File: src/rtl/btn_updown_counter_if.sv
// btn_updown_counter_if: button, mode and clear inputs plus count/tick/limit outputs of the up/down counter
interface btn_updown_counter_if #(
    parameter int WIDTH = 8
);
    logic             btn_up;
    logic             btn_dn;
    logic             mode_sat;
    logic             clear;
    logic [WIDTH-1:0] q;
    logic             tick_up;
    logic             tick_dn;
    logic             at_max;
    logic             at_min;

    modport master (
        output btn_up, btn_dn, mode_sat, clear,
        input  q, tick_up, tick_dn, at_max, at_min
    );

    modport slave (
        input  btn_up, btn_dn, mode_sat, clear,
        output q, tick_up, tick_dn, at_max, at_min
    );
endinterface

File: src/rtl/btn_updown_counter.sv
// btn_updown_counter: two debounced buttons stepping a modulo-(MAX_VAL+1) up/down counter with wrap/saturate
module btn_updown_counter #(
    parameter int WIDTH     = 8,
    parameter int MAX_VAL   = 255,
    parameter int DB_CYCLES = 500000,
    parameter int DB_CW     = 20
) (
    input logic                clk,
    input logic                reset,
    btn_updown_counter_if.slave bus
);
    typedef enum logic [1:0] {REL, WAIT_P, PRS, WAIT_R} db_state_t;

    localparam logic [WIDTH-1:0] MAXV = WIDTH'(MAX_VAL);
    localparam logic [DB_CW-1:0] LAST = DB_CW'(DB_CYCLES - 1);

    if (MAX_VAL < 1 || longint'(MAX_VAL) >= (64'd1 << WIDTH)) begin : g_bad_max
        $error("MAX_VAL out of range for WIDTH");
    end
    if (DB_CYCLES < 2 || (64'd1 << DB_CW) <= longint'(DB_CYCLES)) begin : g_bad_db
        $error("DB_CYCLES below 2 or not representable in DB_CW bits");
    end

    logic [1:0]       raw;
    logic [1:0]       tick;
    logic [WIDTH-1:0] q;
    logic [WIDTH-1:0] q_nxt;

    assign raw = {bus.btn_dn, bus.btn_up};

    for (genvar i = 0; i < 2; i++) begin : g_db
        logic             s1;
        logic             s;
        logic             tk;
        logic             tk_nxt;
        db_state_t        st;
        db_state_t        st_nxt;
        logic [DB_CW-1:0] cnt;
        logic [DB_CW-1:0] cnt_nxt;

        // synchronise the raw button and register the debounce state, count and tick
        always_ff @(posedge clk or negedge reset) begin
            if (!reset) begin
                s1  <= 1'b0;
                s   <= 1'b0;
                st  <= REL;
                cnt <= '0;
                tk  <= 1'b0;
            end else begin
                s1  <= raw[i];
                s   <= s1;
                st  <= st_nxt;
                cnt <= cnt_nxt;
                tk  <= tk_nxt;
            end
        end

        // accept a level only after DB_CYCLES stable samples; tick once on press acceptance
        always_comb begin
            st_nxt  = st;
            cnt_nxt = cnt;
            tk_nxt  = 1'b0;
            case (st)
                REL: begin
                    if (s) begin
                        st_nxt  = WAIT_P;
                        cnt_nxt = '0;
                    end
                end
                WAIT_P: begin
                    if (!s) st_nxt = REL;
                    else if (cnt == LAST) begin
                        st_nxt = PRS;
                        tk_nxt = 1'b1;
                    end else cnt_nxt = cnt + DB_CW'(1);
                end
                PRS: begin
                    if (!s) begin
                        st_nxt  = WAIT_R;
                        cnt_nxt = '0;
                    end
                end
                WAIT_R: begin
                    if (s) st_nxt = PRS;
                    else if (cnt == LAST) st_nxt = REL;
                    else cnt_nxt = cnt + DB_CW'(1);
                end
                default: st_nxt = REL;
            endcase
        end

        assign tick[i] = tk;
    end

    // clear beats everything; coincident ticks cancel; limits wrap or hold by mode_sat
    always_comb begin
        q_nxt = q;
        q_nxt = bus.clear                ? '0 :
                (tick[0] && !tick[1])    ? ((q == MAXV) ? (bus.mode_sat ? q : '0)   : q + WIDTH'(1)) :
                (tick[1] && !tick[0])    ? ((q == '0)   ? (bus.mode_sat ? q : MAXV) : q - WIDTH'(1)) :
                q;
    end

    // count register
    always_ff @(posedge clk or negedge reset) begin
        if (!reset) q <= '0;
        else        q <= q_nxt;
    end

    assign bus.q       = q;
    assign bus.tick_up = tick[0];
    assign bus.tick_dn = tick[1];
    assign bus.at_max  = (q == MAXV);
    assign bus.at_min  = (q == '0);
endmodule
File: src/flat_wrapper.sv
// flat-port wrapper written by rule: the top's interface ports become plain ports
module btn_updown_counter_flat 
#(
    parameter int WIDTH     = 8,
    parameter int MAX_VAL   = 255,
    parameter int DB_CYCLES = 500000,
    parameter int DB_CW     = 20
)
  (clk, reset, bus_btn_up, bus_btn_dn, bus_mode_sat, bus_clear, bus_q, bus_tick_up, bus_tick_dn, bus_at_max, bus_at_min);
  btn_updown_counter_if #(.WIDTH(WIDTH)) bus_i ();
  input logic clk;
  input logic reset;
  input wire logic [$bits(bus_i.btn_up)-1:0] bus_btn_up;
  input wire logic [$bits(bus_i.btn_dn)-1:0] bus_btn_dn;
  input wire logic [$bits(bus_i.mode_sat)-1:0] bus_mode_sat;
  input wire logic [$bits(bus_i.clear)-1:0] bus_clear;
  output wire logic [$bits(bus_i.q)-1:0] bus_q;
  output wire logic [$bits(bus_i.tick_up)-1:0] bus_tick_up;
  output wire logic [$bits(bus_i.tick_dn)-1:0] bus_tick_dn;
  output wire logic [$bits(bus_i.at_max)-1:0] bus_at_max;
  output wire logic [$bits(bus_i.at_min)-1:0] bus_at_min;
  assign bus_i.btn_up = bus_btn_up;
  assign bus_i.btn_dn = bus_btn_dn;
  assign bus_i.mode_sat = bus_mode_sat;
  assign bus_i.clear = bus_clear;
  assign bus_q = bus_i.q;
  assign bus_tick_up = bus_i.tick_up;
  assign bus_tick_dn = bus_i.tick_dn;
  assign bus_at_max = bus_i.at_max;
  assign bus_at_min = bus_i.at_min;
  btn_updown_counter #(.WIDTH(WIDTH), .MAX_VAL(MAX_VAL), .DB_CYCLES(DB_CYCLES), .DB_CW(DB_CW)) u_core (.clk(clk), .reset(reset), .bus(bus_i));
endmodule
File: config.mk
export PLATFORM = sky130hd
export DESIGN_NAME = btn_updown_counter_flat
export DESIGN_NICKNAME = d
export VERILOG_FILES = /design/src/rtl/btn_updown_counter_if.sv /design/src/rtl/btn_updown_counter.sv /design/src/flat_wrapper.sv
export SDC_FILE = /design/constraint.sdc
export NUM_CORES = 1
export LEC_CHECK = 0
export ABC_AREA = 0
export CAP_MARGIN = 20
export CORE_MARGIN = 2
export CORE_UTILIZATION = 39
export CTS_CLUSTER_SIZE = 25
export DETAILED_ROUTE_END_ITERATION = 7
export GPL_TIMING_DRIVEN = 0
export PLACE_DENSITY = 0.63
export SLEW_MARGIN = 20
export SYNTH_ARGS = -nofsm -noshare
export SYNTH_HDL_FRONTEND = slang
export SYNTH_SLANG_ARGS = --single-unit
File: constraint.sdc
create_clock -name clk -period 1.8 [get_ports clk]
set_input_delay 0.36 -clock clk [delete_from_list [all_inputs] [get_ports clk]]
set_output_delay 0.36 -clock clk [all_outputs]
set_load 0.1 [all_outputs]
==> flow_summary.ini <==
[drt]
drc = 0
via_count = 3485
avgRoutedWirePerCell_um = 17.5
ant_nets = 0
routed_via_density = 5.99
wirelength_mm = 10.2
drt_iter0_drc = 174
first_pass_iters = 5

[pwr]
power.switching_fraction_pct = 26.4
irDropWorstVdd_v = 0.000386
powerDensity_nw_per_um2 = 535
power_frac_clock_pct = 39.0
internal_power_uw = 2040
pwr-share-comb_pct = 10.9
power_leakage_uw = 0.00207
seqPwrFrac_pct = 50.1
p_sw_uw = 730

[cts]
cts_tree = done
cts.path.max_buffers = 2
cts.sinks = 58
numCtsBuffers = 9
clkLatencyLatePin_ns = 0.34
cts_root_buf = clkbuf_8
htree_levels = 3
clkTransAtPathRegs_ns = 0.06

[global_routing]
grt_pass1_wl_mm = 16.1
grtUsageMet3_pct = 3.08
track_usage_pct = 20.3
top_usage_layer = met2
overflow = 0
grt_max_degree = 35
globalRouteMet1Util_pct = 27.2
antenna_found_initial = 0
grt_pass1_vias = 3302
met2_usage_pct = 33.8

[yosys]
yosys.area.top_type = dfrtp_1
synth_warnings = 0
synth_flop_cell = dfrtp_1
avgSynthCellArea_um2 = 8.81
ys_seq_area_share_pct = 42.2
synth_top_area_share_pct = 42.2
async_flop_share_pct = 100
ys_types = 57
netlist_area_um2 = 3440
synth_top_cells_by_area = dfrtp_1 42%, nand2_1 5.7%, nand3_1 4.4%
synth-edff-count = 0
yosys_register_bits = 58
synthCells = 391
syn_nets = 402

[timing]
maxSlewViolCount = 0
rsz0062_at_grt = true
fmax_ghz = 0.489
hold_slack_ns = 0.347
tightest_slew_ns = 0.604
setup_viol = 42
hold_violations = 0
slew_headroom_pct = 59.7
min_period_over_period_pct = 114
finalCriticalPeriod_ns = 2.04
fin_skew_ns = 0.0134
fin_ws_ns = -0.243

[setup_path]
crit_path_end = bus_at_min
setup.reg_to_reg.worst_slack_ns = -0.23
setup.worst_path.start = u_core.bus.q[2]
required_ns = 1.44
start_kind = register
r2r-start = u_core.g_db[0].cnt[11]
r2r-end = u_core.g_db[0].cnt[2]
cp-end-kind = primary output
cp.arrival_ns = 1.68
r2r_cells = 6
critical_path.max_fanout = 2
crit_type = register to primary output

[placement]
gp_congestion = 0.881
dp_hpwl_mm = 5.82
placement.io_buffers = 16

[floorplan]
fp.dieArea_um2 = 9600
die_y_um = 98.0
num_rows = 34
floorplan.initialDensity_pct = 39.9
dieWidth_um = 98.0
boundaryPins = 18
core_um2 = 8640

[run]
cap_violations = 0

[outcome]
violations = setup timing
status = finished, violations left

[final_layout]
layout.cells.most_common = nand2_1
area_growth_pct = 50.1
layout_common_cells = 42 x nand2_1, 40 x dfrtp_1, 36 x buf_4
antenna_cells = 0
fill_cells = 706
fin_nets = 481
drive_above_1_share_pct = 44.5
final_util_pct = 59.9

[min_path]
hold_class = register to register
==> registers in the layout, summed over array words and instances (netlist names), named ones only <==
register	flops
u_core.bus.tick_up	1
u_core.g_db.s	2
u_core.g_db.cnt	40
u_core.bus.q	8
u_core.g_db.st	2
u_core.g_db.s1	2
u_core.bus.tick_dn	1
==> power groups by stage <==
| stage | Clock, uW | Combinational [uW] | Sequential, uW |
|---|---|---|---|
| 3_5_place_dp | 0 | 194 | 1410 |
| 2_1_floorplan | 0 | 119 | 1400 |
| 6_report | 1080 | 301 | 1390 |
| 5_1_grt | 1160 | 333 | 1390 |
| 3_3_place_gp | 0 | 186 | 1400 |
| 4_1_cts | 1110 | 275 | 1380 |
==> layout make-up <==
| class | instances | area (um^2) | area share, % |
|---|---|---|---|
| Tap cell | 108 | 135 | 2.61 |
| Clock inverter | 3 | 15.0 | 0.290 |
| Clock buffer | 12 | 155 | 3.00 |
| Timing Repair Buffer | 70 | 702 | 13.6 |
| Buffer | 19 | 180 | 3.48 |
| Inverter | 9 | 41.3 | 0.799 |
| Multi-Input combinational cell | 303 | 2450 | 47.4 |
| Sequential cell | 58 | 1490 | 28.8 |
==> stage by stage <==
stage	area [um^2]	power, uW	worst slack [ns]	setup TNS, ns	instances
2_1_floorplan	3650	1520	-0.306	-1.63	391
3_3_place_gp	3940	1590	-2.01	-108.48	515
4_1_cts	4790	2760	-0.303	-4.16	565
3_5_place_dp	3960	1600	-0.928	-13.11	516
6_report	5170	2770	-0.243	-5.23	582
5_1_grt	5170	2880	-0.313	-9.13	582
==> logic make-up (layout without fill, tap and decap cells) <==
group,count (synthesis),count (layout),synth area share [%]
AND/OR/NAND/NOR,202,202,31.6
multiplexers,5,5,1.56
XOR/XNOR,4,4,1.02
AO/OA/AOI/OAI,87,87,17.6
buffers and inverters,30,113,4.25
flip-flops,58,58,42.2
adder cells (fa/ha/maj),5,5,1.82
==> critical path, cell delays in order (launching register included) <==
cell and delay [ns]:
dfrtp_4 0.48, buf_6 0.12, nor4_4 0.28, nand3_2 0.17, clkinvlp_4 0.13, buf_12 0.17
==> synthesized netlist by cell type, types with 2 or more instances <==
cell type,number
and3_1,11
nand4_1,13
xor2_1,2
ha_1,5
a22oi_1,3
nand2_1,52
and4_1,2
nand3b_1,8
nor3_1,16
nand3_1,30
buf_2,5
or4_1,6
nor2_1,20
xnor2_1,2
a22o_1,3
o211ai_1,2
or2_2,2
o221ai_1,11
a31oi_1,15
buf_4,3
nor4_1,10
nor3b_1,2
o41ai_1,2
a211oi_1,2
dfrtp_1,58
nand4b_1,2
o21ai_0,11
buf_6,2
or3_1,4
and2_1,4
inv_1,9
a211o_1,3
nand2b_1,12
nor4_2,3
a21oi_1,17
o311ai_0,2
clkbuf_1,9
mux2_2,3
a41oi_1,6
mux2i_1,2
==> per-layer routing <==
| layer | up-vias | wire, um |
|---|---|---|
| met5 | - | 0 |
| met4 | 0 | 162 |
| met3 | 16 | 417 |
| met2 | 96 | 5030 |
| met1 | 1726 | 4550 |
| li1 | 1647 | - |
==> how the worst min path moves through the flow <==
stage                 startpoint                          to  slack [ns]  depth (start not counted)
3_3_place_gp   u_core.g_db[0].s1            u_core.g_db[0].s        0.34                          0
2_1_floorplan              reset  asynchronous set/reset pin        0.06                          0
5_1_grt        u_core.g_db[0].s1            u_core.g_db[0].s        0.37                          0
6_report       u_core.g_db[0].s1            u_core.g_db[0].s        0.35                          0
3_5_place_dp               reset      u_core.g_db[0].cnt[15]        0.29                          1
4_1_cts        u_core.g_db[0].s1            u_core.g_db[0].s        0.35                          0
==> timing repair <==
item	in CTS	in global routing
resized for setup	114	73
endpoints found under the setup margin	62	56
hold buffers	1	0
cloned	4	3
buffers inserted	31	19
endpoints found under the hold margin	24	0
pin swaps	23	35
No activity file was read; power rests on OpenSTA's default activity.
